==> config.mk <==
export PLATFORM = sky130hd
export DESIGN_NAME = seq_scan_ctrl_flat
export DESIGN_NICKNAME = d
export VERILOG_FILES = /design/src/rtl/seq_scan_ctrl_if.sv /design/src/rtl/seq_scan_ctrl.sv /design/src/flat_wrapper.sv
export SDC_FILE = /design/constraint.sdc
export NUM_CORES = 1
export LEC_CHECK = 0
export CAP_MARGIN = 20
export CORE_ASPECT_RATIO = 0.6
export CORE_MARGIN = 10
export CORE_UTILIZATION = 45
export CTS_CLUSTER_DIAMETER = 200
export DETAILED_ROUTE_END_ITERATION = 6
export GPL_ROUTABILITY_DRIVEN = 0
export HOLD_SLACK_MARGIN = 0.06
export PLACE_DENSITY = 0.84
export SKIP_CTS_REPAIR_TIMING = 1
export SYNTH_ARGS = -nofsm -noshare
export SYNTH_HDL_FRONTEND = slang
export SYNTH_SLANG_ARGS = --single-unit
==> constraint.sdc <==
create_clock -name i_clk -period 3.2 [get_ports i_clk]
set_clock_uncertainty 0.1 [all_clocks]
set_input_delay 0.32 -clock i_clk [delete_from_list [all_inputs] [get_ports i_clk]]
set_output_delay 0.32 -clock i_clk [all_outputs]
set_load 0.1 [all_outputs]
==> src/rtl/seq_scan_ctrl_if.sv <==
// Symbol source stream between a valid/ready source and seq_scan_ctrl.
//   master : the source; drives sym_valid and sym_data, sees sym_ready
//   slave  : the scan controller; sees sym_valid and sym_data, drives sym_ready
interface seq_scan_ctrl_if #(
    parameter int DATA_WIDTH = 8
) ();
    logic                  sym_valid;
    logic [DATA_WIDTH-1:0] sym_data;
    logic                  sym_ready;

    modport master (output sym_valid, output sym_data, input  sym_ready);
    modport slave  (input  sym_valid, input  sym_data, output sym_ready);
endinterface

==> src/rtl/seq_scan_ctrl.sv <==
// Frame-level scan controller for the "12131" sequence detector.
// On an accepted start it clears the detector for one cycle, then streams
// exactly frame_len symbols from the source into it. It counts detector
// matches (saturating) and records the index of the symbol that completed
// the first match. A source bubble during the frame aborts it with error.
//
// Ports:
//   i_clk, i_reset      clock, synchronous active-high reset
//   i_start             scan request, accepted only in IDLE
//   i_frame_len         symbols in the frame, sampled on accepted start
//   o_busy              high in CLEAR, RUN, DRAIN
//   sym_if (slave)      symbol source: sym_valid, sym_data, sym_ready
//   o_det_reset_n       detector reset, registered, low exactly during CLEAR
//   o_det_symbol        detector input symbol, 0 when nothing is accepted
//   i_det_match         detector Moore match output
//   o_done              one-cycle end-of-frame pulse
//   o_error             frame aborted on a bubble, held until next start
//   o_match_count       matches in the last frame, saturating
//   o_match_found       at least one match in the last frame
//   o_first_match_idx   0-based index of the symbol completing the first match
//
// state | meaning
// IDLE  | waiting for start, results held
// CLEAR | detector held in reset for one cycle
// RUN   | one symbol accepted per cycle, bubble aborts
// DRAIN | sample detector response to the last symbol
// DONE  | done pulse, back to IDLE
module seq_scan_ctrl #(
    parameter int DATA_WIDTH = 8,
    parameter int LEN_WIDTH  = 8,
    parameter int CNT_WIDTH  = 8
) (
    input  logic                  i_clk,
    input  logic                  i_reset,
    input  logic                  i_start,
    input  logic [LEN_WIDTH-1:0]  i_frame_len,
    output logic                  o_busy,
    seq_scan_ctrl_if.slave        sym_if,
    output logic                  o_det_reset_n,
    output logic [DATA_WIDTH-1:0] o_det_symbol,
    input  logic                  i_det_match,
    output logic                  o_done,
    output logic                  o_error,
    output logic [CNT_WIDTH-1:0]  o_match_count,
    output logic                  o_match_found,
    output logic [LEN_WIDTH-1:0]  o_first_match_idx
);

    typedef enum logic [2:0] {
        S_IDLE,
        S_CLEAR,
        S_RUN,
        S_DRAIN,
        S_DONE
    } state_t;

    state_t               r_state;
    logic [LEN_WIDTH-1:0] r_len;
    logic [LEN_WIDTH-1:0] r_idx;
    logic                 r_busy;
    logic                 r_det_reset_n;
    logic                 r_done;
    logic                 r_error;
    logic [CNT_WIDTH-1:0] r_count;
    logic                 r_found;
    logic [LEN_WIDTH-1:0] r_first_idx;

    logic w_run;
    logic w_sample;

    assign w_run = (r_state == S_RUN);

    // The detector output lags its input by one cycle, so det_match belongs to
    // symbol r_idx-1. In DRAIN r_idx has already advanced to r_len.
    assign w_sample = (w_run && (r_idx != '0)) || (r_state == S_DRAIN);

    // Ready depends on state only: the detector has no enable, so we cannot stall.
    assign sym_if.sym_ready = w_run;
    assign o_det_symbol     = (w_run && sym_if.sym_valid) ? sym_if.sym_data : '0;

    always_ff @(posedge i_clk) begin
        if (i_reset) begin
            r_state       <= S_IDLE;
            r_len         <= '0;
            r_idx         <= '0;
            r_busy        <= 1'b0;
            r_det_reset_n <= 1'b0;
            r_done        <= 1'b0;
            r_error       <= 1'b0;
            r_count       <= '0;
            r_found       <= 1'b0;
            r_first_idx   <= '0;
        end else begin
            r_det_reset_n <= 1'b1;
            r_done        <= 1'b0;

            case (r_state)
                S_IDLE: begin
                    if (i_start) begin
                        r_len       <= i_frame_len;
                        r_idx       <= '0;
                        r_error     <= 1'b0;
                        r_count     <= '0;
                        r_found     <= 1'b0;
                        r_first_idx <= '0;
                        if (i_frame_len != '0) begin
                            r_state       <= S_CLEAR;
                            r_det_reset_n <= 1'b0;
                            r_busy        <= 1'b1;
                        end else begin
                            r_state <= S_DONE;
                            r_done  <= 1'b1;
                        end
                    end
                end
                S_CLEAR: begin
                    r_state <= S_RUN;
                end
                S_RUN: begin
                    if (sym_if.sym_valid) begin
                        r_idx <= r_idx + LEN_WIDTH'(1);
                        if (r_idx == r_len - LEN_WIDTH'(1)) begin
                            r_state <= S_DRAIN;
                        end
                    end else begin
                        r_error <= 1'b1;
                        r_state <= S_DONE;
                        r_done  <= 1'b1;
                        r_busy  <= 1'b0;
                    end
                end
                S_DRAIN: begin
                    r_state <= S_DONE;
                    r_done  <= 1'b1;
                    r_busy  <= 1'b0;
                end
                S_DONE: begin
                    r_state <= S_IDLE;
                end
                default: begin
                    r_state <= S_IDLE;
                    r_busy  <= 1'b0;
                end
            endcase

            // Never active in IDLE, so it cannot collide with the result clear above.
            if (w_sample && i_det_match) begin
                if (!(&r_count)) begin
                    r_count <= r_count + CNT_WIDTH'(1);
                end
                if (!r_found) begin
                    r_found     <= 1'b1;
                    r_first_idx <= r_idx - LEN_WIDTH'(1);
                end
            end
        end
    end

    assign o_busy            = r_busy;
    assign o_det_reset_n     = r_det_reset_n;
    assign o_done            = r_done;
    assign o_error           = r_error;
    assign o_match_count     = r_count;
    assign o_match_found     = r_found;
    assign o_first_match_idx = r_first_idx;

endmodule

==> src/flat_wrapper.sv <==
// flat-port wrapper written by rule: the top's interface ports become plain ports
module seq_scan_ctrl_flat 
#(
    parameter int DATA_WIDTH = 8,
    parameter int LEN_WIDTH  = 8,
    parameter int CNT_WIDTH  = 8
)
  (i_clk, i_reset, i_start, i_frame_len, o_busy, o_det_reset_n, o_det_symbol, i_det_match, o_done, o_error, o_match_count, o_match_found, o_first_match_idx, sym_if_sym_valid, sym_if_sym_data, sym_if_sym_ready);
  seq_scan_ctrl_if #(.DATA_WIDTH(DATA_WIDTH)) sym_if_i ();
  input  logic i_clk;
  input  logic i_reset;
  input  logic i_start;
  input  logic [LEN_WIDTH-1:0] i_frame_len;
  output logic o_busy;
  output logic o_det_reset_n;
  output logic [DATA_WIDTH-1:0] o_det_symbol;
  input  logic i_det_match;
  output logic o_done;
  output logic o_error;
  output logic [CNT_WIDTH-1:0] o_match_count;
  output logic o_match_found;
  output logic [LEN_WIDTH-1:0] o_first_match_idx;
  input wire logic [$bits(sym_if_i.sym_valid)-1:0] sym_if_sym_valid;
  input wire logic [$bits(sym_if_i.sym_data)-1:0] sym_if_sym_data;
  output wire logic [$bits(sym_if_i.sym_ready)-1:0] sym_if_sym_ready;
  assign sym_if_i.sym_valid = sym_if_sym_valid;
  assign sym_if_i.sym_data = sym_if_sym_data;
  assign sym_if_sym_ready = sym_if_i.sym_ready;
  seq_scan_ctrl #(.DATA_WIDTH(DATA_WIDTH), .LEN_WIDTH(LEN_WIDTH), .CNT_WIDTH(CNT_WIDTH)) u_core (.i_clk(i_clk), .i_reset(i_reset), .i_start(i_start), .i_frame_len(i_frame_len), .o_busy(o_busy), .sym_if(sym_if_i), .o_det_reset_n(o_det_reset_n), .o_det_symbol(o_det_symbol), .i_det_match(i_det_match), .o_done(o_done), .o_error(o_error), .o_match_count(o_match_count), .o_match_found(o_match_found), .o_first_match_idx(o_first_match_idx));
endmodule
==> results_dict.tcl, run 1 <==
set metrics [dict create \
    cp_max_fo 10 \
    synthFlopType "dfxtp_1" \
    hpwl_um 4260 \
    core_um2 4660 \
    mostFrequentLayoutCell "dfxtp_1" \
    final_cell_mix "dfxtp_1 (40), nand2_1 (37), clkdlybuf4s50_1 (34)" \
    min_path_cells 2 \
    min-delay-start "u_core.o_first_match_idx[3]" \
    place_ws_ns 0.806 \
    finalCritPeriodShare_pct 74.5 \
    cpMaxStageDelayCell "dfxtp_1" \
    reg2reg_from "u_core.r_idx[0]" \
    maxCapViolCount 0 \
    final_antenna_net_count 0 \
    rsz0062_at_grt "no" \
    route.detailed.drc 0 \
    drt_iter0_drc 141 \
    row_count 19 \
    synth_area_leaders "dfxtp_1 (36%), a21oi_1 (6.3%), nand2_1 (6.3%)" \
    cts_root_buf "clkbuf_8" \
    drt_wl_total_um 5990 \
    io_pins 51 \
    syn_inst 276 \
    startpoint_type "flip-flop" \
    cts.clk_slew.worst_paths_ns 0.08 \
    synth_warnings 0 \
    crit_path_start "u_core.r_idx[0]" \
    drive_gt1_share_pct 10.2 \
    via_per_inst 5.33 \
    syn_area_um2 2220 \
    nNetsFinal 339 \
    area_growth_pct 24.2 \
    fin_setup_tns_ns 0 \
    vias 2011 \
    grt_max_degree 37 \
    setup_slack_ns 0.817 \
    avgSynthCellArea_um2 8.04 \
    synth_edf_count 0 \
    antenna_found_initial 0 \
    critPathRequiredTime_ns 3.34 \
    crit_path_end_kind "flip-flop" \
    slowest_delay_ns 0.46 \
    min_to "u_core.o_first_match_idx[3]" \
    overflow 0 \
    slew-limit-headroom_pct 33.7 \
    worst_pin_slew_ns 0.992 \
    synth_top_area_share_pct 36.1 \
    cp_cell_sequence "inv_1 > ha_1 > nor4b_1 > a211o_1 > or2_1 > mux2_4 > nor2_2" \
    path_class "reg2reg" \
    clkLatencyLatePin_ns 0.30 \
    fmaxAchievable_mhz 420 \
    post-route-min-period_ns 2.38 \
    diodes 0 \
    reg2reg_depth 7 \
    fp.dieW_um 111 \
    yosysSeqAreaShare_pct 36.1 \
    synth-seq-cells 40 \
    synth_nets 302 \
    worstReg2RegEnd "u_core.o_first_match_idx[1]" \
    grt_pass1_wl_um 10000 \
    start_util_pct 47.6 \
    p_leak_nw 1.05 \
    slew_violations 0 \
    cts.sinks 40 \
    setup_viol 0 \
    numCtsBuffers 5 \
    total_power_mw 1.15 \
    tritoncts "yes" \
    track_usage_pct 14.6 \
    die-area_um2 8230 \
    hold_class "reg2reg" \
    die_h_um 74.4 \
    synth_cell_types 51 \
    wire_per_inst_um 15.9 \
    io_buffer_count 50 \
    outcome "finished clean" \
    htreeDepth 2 \
    r2r_slack_ns 0.82 \
    drt-pass1-iter-count 4 \
    vdd_drop_max_mv 0.250 \
    clk_path_buf_depth 2 \
    async_reset_ff_share_pct 0 \
    synth_top_area_cell "dfxtp_1" \
    hold_violations 0 \
    n_fill_cell 422 \
    p_per_area_nw_per_um2 417 \
    grt_pass1_vias 1943 \
    crit_arrival_ns 2.52 \
]
-- synthesized netlist by cell type (2+ instances only) --
master,instances
a21o_1,2
a21oi_1,28
a31oi_1,2
a41oi_1,2
and2_1,8
and3_1,3
buf_1,3
buf_2,4
buf_6,5
clkbuf_1,9
dfxtp_1,40
ha_1,5
inv_1,6
nand2_1,37
nand2b_1,4
nand3_1,15
nand3b_1,2
nand4_1,3
nor2_1,24
nor2b_1,2
nor3_1,9
nor4_1,6
o211ai_1,3
o21ai_0,4
o31ai_1,2
or3_1,2
or4_1,2
xnor2_1,11
xor2_1,11
-- cell families after synthesis --
family | synth area share [%]
buffers and inverters | 6.82
multiplexers | 1.13
adder cells (fa/ha/maj) | 2.82
AO/OA/AOI/OAI | 13.8
AND/OR/NAND/NOR | 30.7
XOR/XNOR | 8.69
flip-flops | 36.1
-- metal layers --
layer	part of all wire, %	GRT usage (%)
met1	51	18.7
met2	42	22.6
met3	5.6	4.90
met4	1.3	5.03
met5	0	0
-- worst max-delay path by stage --
| stage | end | depth (start not counted) |
|---|---|---|
| final | u_core.o_first_match_idx[1] | 7 |
| after global routing | u_core.o_first_match_idx[1] | 7 |
| after global placement | u_core.r_idx[4] | 5 |
| after CTS | u_core.o_first_match_idx[1] | 7 |
| after detailed placement | u_core.r_idx[2] | 5 |
| after floorplan | u_core.o_match_count[1] | 7 |
-- per-stage QoR --
stage	std cells	area [um2]	hold slack, ns	utilization, %
finish	377	2760	0.375	59.1
global route	377	2760	0.393	59.1
CTS	377	2760	0.377	59.1
detailed placement	369	2640	0.363	56.7
global placement	369	2640	0.364	56.7
floorplan	276	2220	0.349	-
-- flip-flops by register name, indices dropped and copies added (netlist names), 3 cells and up --
signal	flops
u_core.o_first_match_idx	8
u_core.o_match_count	8
u_core.r_idx	8
u_core.r_len	8
u_core.r_state	3
-- power breakdown --
part	internal [mW]	switching [mW]
Clock	0.231	0.189
Combinational	0.0755	0.123
Sequential	0.511	0.0199
Total	0.817	0.332
-- critical path, delay by kind of cell (launching register included) --
family / cells / cell delay, ns
AO/OA/AOI/OAI: 1 / 0.44
flip-flops: 1 / 0.46
buffers and inverters: 1 / 0.15
adder cells (fa/ha/maj): 1 / 0.22
multiplexers: 1 / 0.35
AND/OR/NAND/NOR: 3 / 0.61
-- cell type report --
cell class / instances / area, um2 / area share (%)
flip-flops and latches: 40 / 801 / 29.1
inverters: 6 / 22.5 / 0.817
well taps: 63 / 78.8 / 2.86
multi-input cells: 208 / 1270 / 46.0
clock buffers: 5 / 68.8 / 2.50
repair buffers: 52 / 475 / 17.3
clock inverters: 3 / 42.5 / 1.54
Power figures use the tool's default switching activity.
==> inputs of run 2 (changes only) <==
clock period = 2.2 ns   (was 3.2 ns; I/O delays follow)
==> run 2 against run 1 <==
Total power up 36%. Highest routed layer unchanged. Largest power group unchanged. Largest cell class unchanged. Wire length fell by 0.43%. Count of clock-buffer cells in the layout did not move. Maximum frequency is 16% higher.
==> results_dict.tcl, run 2 (synthesis results as in run 1) <==
set metrics [dict create \
    die-area_um2 8230 \
    io_buffer_count 50 \
    drt_wl_total_um 5970 \
    start_util_pct 47.6 \
    hpwl_um 4660 \
    worst_pin_slew_ns 0.625 \
    startpoint_type "flip-flop" \
    vdd_drop_max_mv 0.389 \
    wire_per_inst_um 15.3 \
    r2r_slack_ns 0.14 \
    antenna_found_initial 0 \
    grt_max_degree 27 \
    cts_root_buf "clkbuf_8" \
    slowest_delay_ns 0.43 \
    core_um2 4660 \
    total_power_mw 1.56 \
    regArea_um2 806 \
    setup_viol 0 \
    via_per_inst 5.32 \
    whs_ns 0.378 \
    cp_cell_sequence "inv_1 > ha_1 > nor4b_1 > a211o_1 > or2_1 > mux2_4 > nor2_2" \
    reg2reg_from "u_core.r_idx[0]" \
    setup_slack_ns 0.143 \
    track_usage_pct 14.4 \
    area_growth_pct 31.6 \
    use_met2_pct 24.3 \
    drt_iter0_drc 126 \
    drt-pass1-iter-count 4 \
    fp.dieW_um 111 \
    slew_violations 0 \
    route.detailed.drc 0 \
    cpMaxStageDelayCell "a211o_1" \
    min-delay-start "u_core.o_first_match_idx[6]" \
    multi_input_area_um2 1270 \
    critPathRequiredTime_ns 2.33 \
    tritoncts "yes" \
    crit_path_end_kind "flip-flop" \
    cp_max_fo 10 \
    maxCapViolCount 0 \
    vias 2080 \
    outcome "finished clean" \
    die_h_um 74.4 \
    worstReg2RegEnd "u_core.o_first_match_idx[1]" \
    min_to "u_core.o_first_match_idx[6]" \
    min_path_cells 2 \
    cts.clk_slew.worst_paths_ns 0.08 \
    clk_path_buf_depth 2 \
    finalCritPeriodShare_pct 93.5 \
    slew-limit-headroom_pct 57.9 \
    numCtsBuffers 5 \
    cts.sinks 40 \
    grt_pass1_wl_um 10000 \
    p_per_area_nw_per_um2 534 \
    n_fill_cell 433 \
    fin_setup_tns_ns 0 \
    met1_usage_pct 18.2 \
    final_antenna_net_count 0 \
    post-route-min-period_ns 2.06 \
    place_ws_ns 0.141 \
    p_leak_nw 1.17 \
    crit_arrival_ns 2.19 \
    final_cell_mix "nand2_1 (37), buf_4 (37), dfxtp_1 (36)" \
    htreeDepth 2 \
    fmaxAchievable_mhz 486 \
    diodes 0 \
    path_class "reg2reg" \
    grt-busiest-layer "met2" \
    hold_class "reg2reg" \
    drive_gt1_share_pct 19.5 \
    reg2reg_depth 7 \
    worst-path-buf-inv 1 \
    io_pins 51 \
    rsz0062_at_grt "no" \
    row_count 19 \
    grt_pass1_vias 2079 \
    overflow 0 \
    nNetsFinal 353 \
    clkLatencyLatePin_ns 0.29 \
    grt_util_met3_pct 4.82 \
    hold_violations 0 \
    crit_family "simple AND/OR/NAND/NOR gates" \
]
==> run 2: changes by cell type in the layout (fill, tap and decap cells not counted), sizes merged <==
cell	previous run	this run
clkinvlp	1	0
buf	18	46
clkdlybuf4s50	34	20
clkinv	1	3
bufinv	1	0
==> run 2: per-stage QoR <==
stage / utilization [%] / cell area (um2) / std cells
4_1_cts: 62.6 / 2920 / 391
6_report: 62.6 / 2920 / 391
3_3_place_gp: 60.8 / 2830 / 383
5_1_grt: 62.6 / 2920 / 391
3_5_place_dp: 60.8 / 2830 / 383
2_1_floorplan: - / 2220 / 276
==> run 2: worst max-delay path by stage <==
stage / to / cells after the start / slack, ns / from
after floorplan: sym_if_sym_ready / 3 / 0.07 / u_core.r_state[2]
after global placement: u_core.o_match_count[4] / 7 / 0.21 / u_core.r_idx[0]
after detailed placement: u_core.r_state[2] / 5 / 0.14 / i_start
after CTS: u_core.o_first_match_idx[1] / 7 / 0.14 / u_core.r_idx[0]
after global routing: u_core.o_first_match_idx[6] / 8 / 0.001 / u_core.r_idx[0]
final: u_core.o_first_match_idx[1] / 7 / 0.14 / u_core.r_idx[0]
==> run 2: final cells by class <==
| cell class | instances | share of cell area, % |
|---|---|---|
| multi-input combinational | 208 | 43.4 |
| clock inverter | 3 | 0.643 |
| tap | 63 | 2.70 |
| sequential | 40 | 27.6 |
| inverter | 6 | 0.772 |
| clock buffer | 5 | 2.36 |
| timing repair buffer | 66 | 22.5 |
==> run 2: worst reg2reg max path, cell delays in order, from the launching register on <==
cell     delay [ns]
dfxtp_1        0.33
inv_1          0.09
ha_1           0.21
nor4b_1        0.14
a211o_1        0.43
or2_1          0.32
mux2_4         0.32
nor2_2         0.08
==> run 2: power breakdown <==
part	switching (mW)	internal (mW)
sequential	0.0268	0.743
clock	0.259	0.221
combinational	0.185	0.123
total	0.472	1.09
==> run 2: layer usage <==
metal,vias up,part of all wire (%)
li1,1057,-
met2,58,45
met1,962,50
met5,-,0
met3,3,5.7
met4,0,0.20
==> inputs of run 3 (changes only) <==
--- a/config.mk
+++ b/config.mk
@@ -16,2 +16,3 @@
 export PLACE_DENSITY = 0.84
+export SETUP_SLACK_MARGIN = 0.4
 export SKIP_CTS_REPAIR_TIMING = 1
==> constraint.sdc (replaced) <==
create_clock -name i_clk -period 2.2 [get_ports i_clk]
set_clock_uncertainty 0.1 [all_clocks]
set_input_delay 0.44 -clock i_clk [delete_from_list [all_inputs] [get_ports i_clk]]
set_output_delay 0.44 -clock i_clk [all_outputs]
set_load 0.1 [all_outputs]
==> run 3 against run 2 <==
Sequential share of layout area shrank 3.0 points. Sequential cell count is the same. Critical endpoint is now o_det_symbol[4]. Hold slack gained 0.00086 ns. First-iteration DRC count grew 23%.
==> results_dict.tcl, run 3 (synthesis results as in run 1) <==
set metrics [dict create \
    setup_viol 0 \
    postPlaceCellArea_um2 2940 \
    antenna_found_initial 1 \
    crit_path_end_kind "primary output" \
    area_growth_pct 54.3 \
    die-area_um2 8230 \
    core_um2 4660 \
    io_buffer_count 50 \
    final_cell_mix "buf_4 (52), nand2_1 (37), dfxtp_1 (26)" \
    wire_per_inst_um 17.9 \
    dp.cells 387 \
    tritoncts "yes" \
    io_pins 51 \
    row_count 19 \
    vdd_drop_max_mv 0.480 \
    outcome "finished clean" \
    regArea_um2 841 \
    worst_pin_slew_ns 0.427 \
    multi_input_area_um2 1510 \
    drt_iter0_drc 155 \
    hpwl_um 4550 \
    fp.dieW_um 111 \
    drt-pass1-iter-count 4 \
    grt_pass1_wl_um 10200 \
    maxCapViolCount 0 \
    worst-path-buf-inv 1 \
    cpMaxStageDelayCell "and4bb_4" \
    htreeDepth 2 \
    crit_family "simple AND/OR/NAND/NOR gates" \
    numCtsBuffers 5 \
    final_antenna_net_count 0 \
    track_usage_pct 14.9 \
    startpoint_type "flip-flop" \
    critPathRequiredTime_ns 1.66 \
    hold_class "reg2reg" \
    slew_violations 0 \
    cts.clk_slew.worst_paths_ns 0.08 \
    overflow 0 \
    stdcell_count 414 \
    clkLatencyLatePin_ns 0.30 \
    grt_pass1_vias 2070 \
    start_util_pct 47.6 \
    nNetsFinal 375 \
    rsz0062_at_grt "yes" \
    slew-limit-headroom_pct 71.5 \
    postLayoutCellArea_um2 3420 \
    path_class "reg2out" \
    cts_root_buf "clkbuf_8" \
    cts.sinks 40 \
    finalCritPeriodShare_pct 88.9 \
    die_h_um 74.4 \
    fin_util_pct 73.4 \
    p_leak_nw 1.39 \
    slowest_delay_ns 0.40 \
    clk_path_buf_depth 2 \
    hold_violations 0 \
    n_fill_cell 319 \
    via_per_inst 5.57 \
    whs_ns 0.379 \
    p_per_area_nw_per_um2 499 \
    route.detailed.drc 0 \
    cp_cell_sequence "and4bb_4 > and2_4 > buf_12" \
    vias 2308 \
    crit_arrival_ns 1.42 \
    cp_max_fo 8 \
    post-route-min-period_ns 1.96 \
    grt_max_degree 18 \
    drive_gt1_share_pct 40.0 \
    fmaxAchievable_mhz 511 \
    drt_wl_total_um 7420 \
    mostFrequentLayoutCell "buf_4" \
]
run 3: cell count changes in the layout (fill, tap and decap cells not counted), moves of 3 or more:
cell,change
a21oi_1,-10
and2_4,+8
buf_6,+4
buf_4,+15
nand3_2,+7
nand3_1,-7
and2_1,-8
dfxtp_4,+9
nor2_1,-3
a21oi_2,+10
dfxtp_1,-10
run 3: worst paths after layout:
kind	from	endpoint	slack, ns	cells after the start
hold / removal	u_core.o_first_match_idx[7]	u_core.o_first_match_idx[7]	0.38	2
setup reg to reg	u_core.r_idx[1]	u_core.o_first_match_idx[1]	0.30	7
hold reg to reg	u_core.o_first_match_idx[7]	u_core.o_first_match_idx[7]	0.38	2
setup / recovery	u_core.r_state[0]	o_det_symbol[4]	0.24	3
run 3: routing by layer:
| metal | global-route usage (%) | vias to the layer above | wire length, um |
|---|---|---|---|
| li1 | - | 1103 | - |
| met1 | 18.8 | 1097 | 3180 |
| met2 | 23.6 | 94 | 3660 |
| met3 | 4.82 | 14 | 466 |
| met4 | 4.89 | 0 | 112 |
| met5 | 0 | - | 0 |
run 3: layout make-up:
type                    instances  share of cell area, %
diodes                          1                 0.0731
clock buffers                   8                   2.93
inverters                       6                  0.878
multi-input cells             209                   44.2
flip-flops and latches         40                   24.6
well taps                      63                   2.30
repair buffers                 87                   25.0
run 3: stage by stage:
step	setup slack (ns)	power, mW	TNS (ns)
final	0.244	1.71	0
after global routing	0.197	1.77	0
after CTS	-0.0530	1.64	-0.359
after detailed placement	-0.0675	1.10	-0.630
after global placement	-0.0252	1.09	-0.152
after floorplan	0.259	0.991	0
run 3: where the power goes:
part / leakage (nW) / switching, mW / internal (mW)
registers: 0.334 / 0.0282 / 0.735
logic: 1.01 / 0.219 / 0.171
clock network: 0.0515 / 0.269 / 0.287
run 3: tightest hold or removal path, stage by stage (launching register included):
cell and delay, ns:
dfxtp_1 0.32, nand3_2 0.07, a21oi_2 0.04
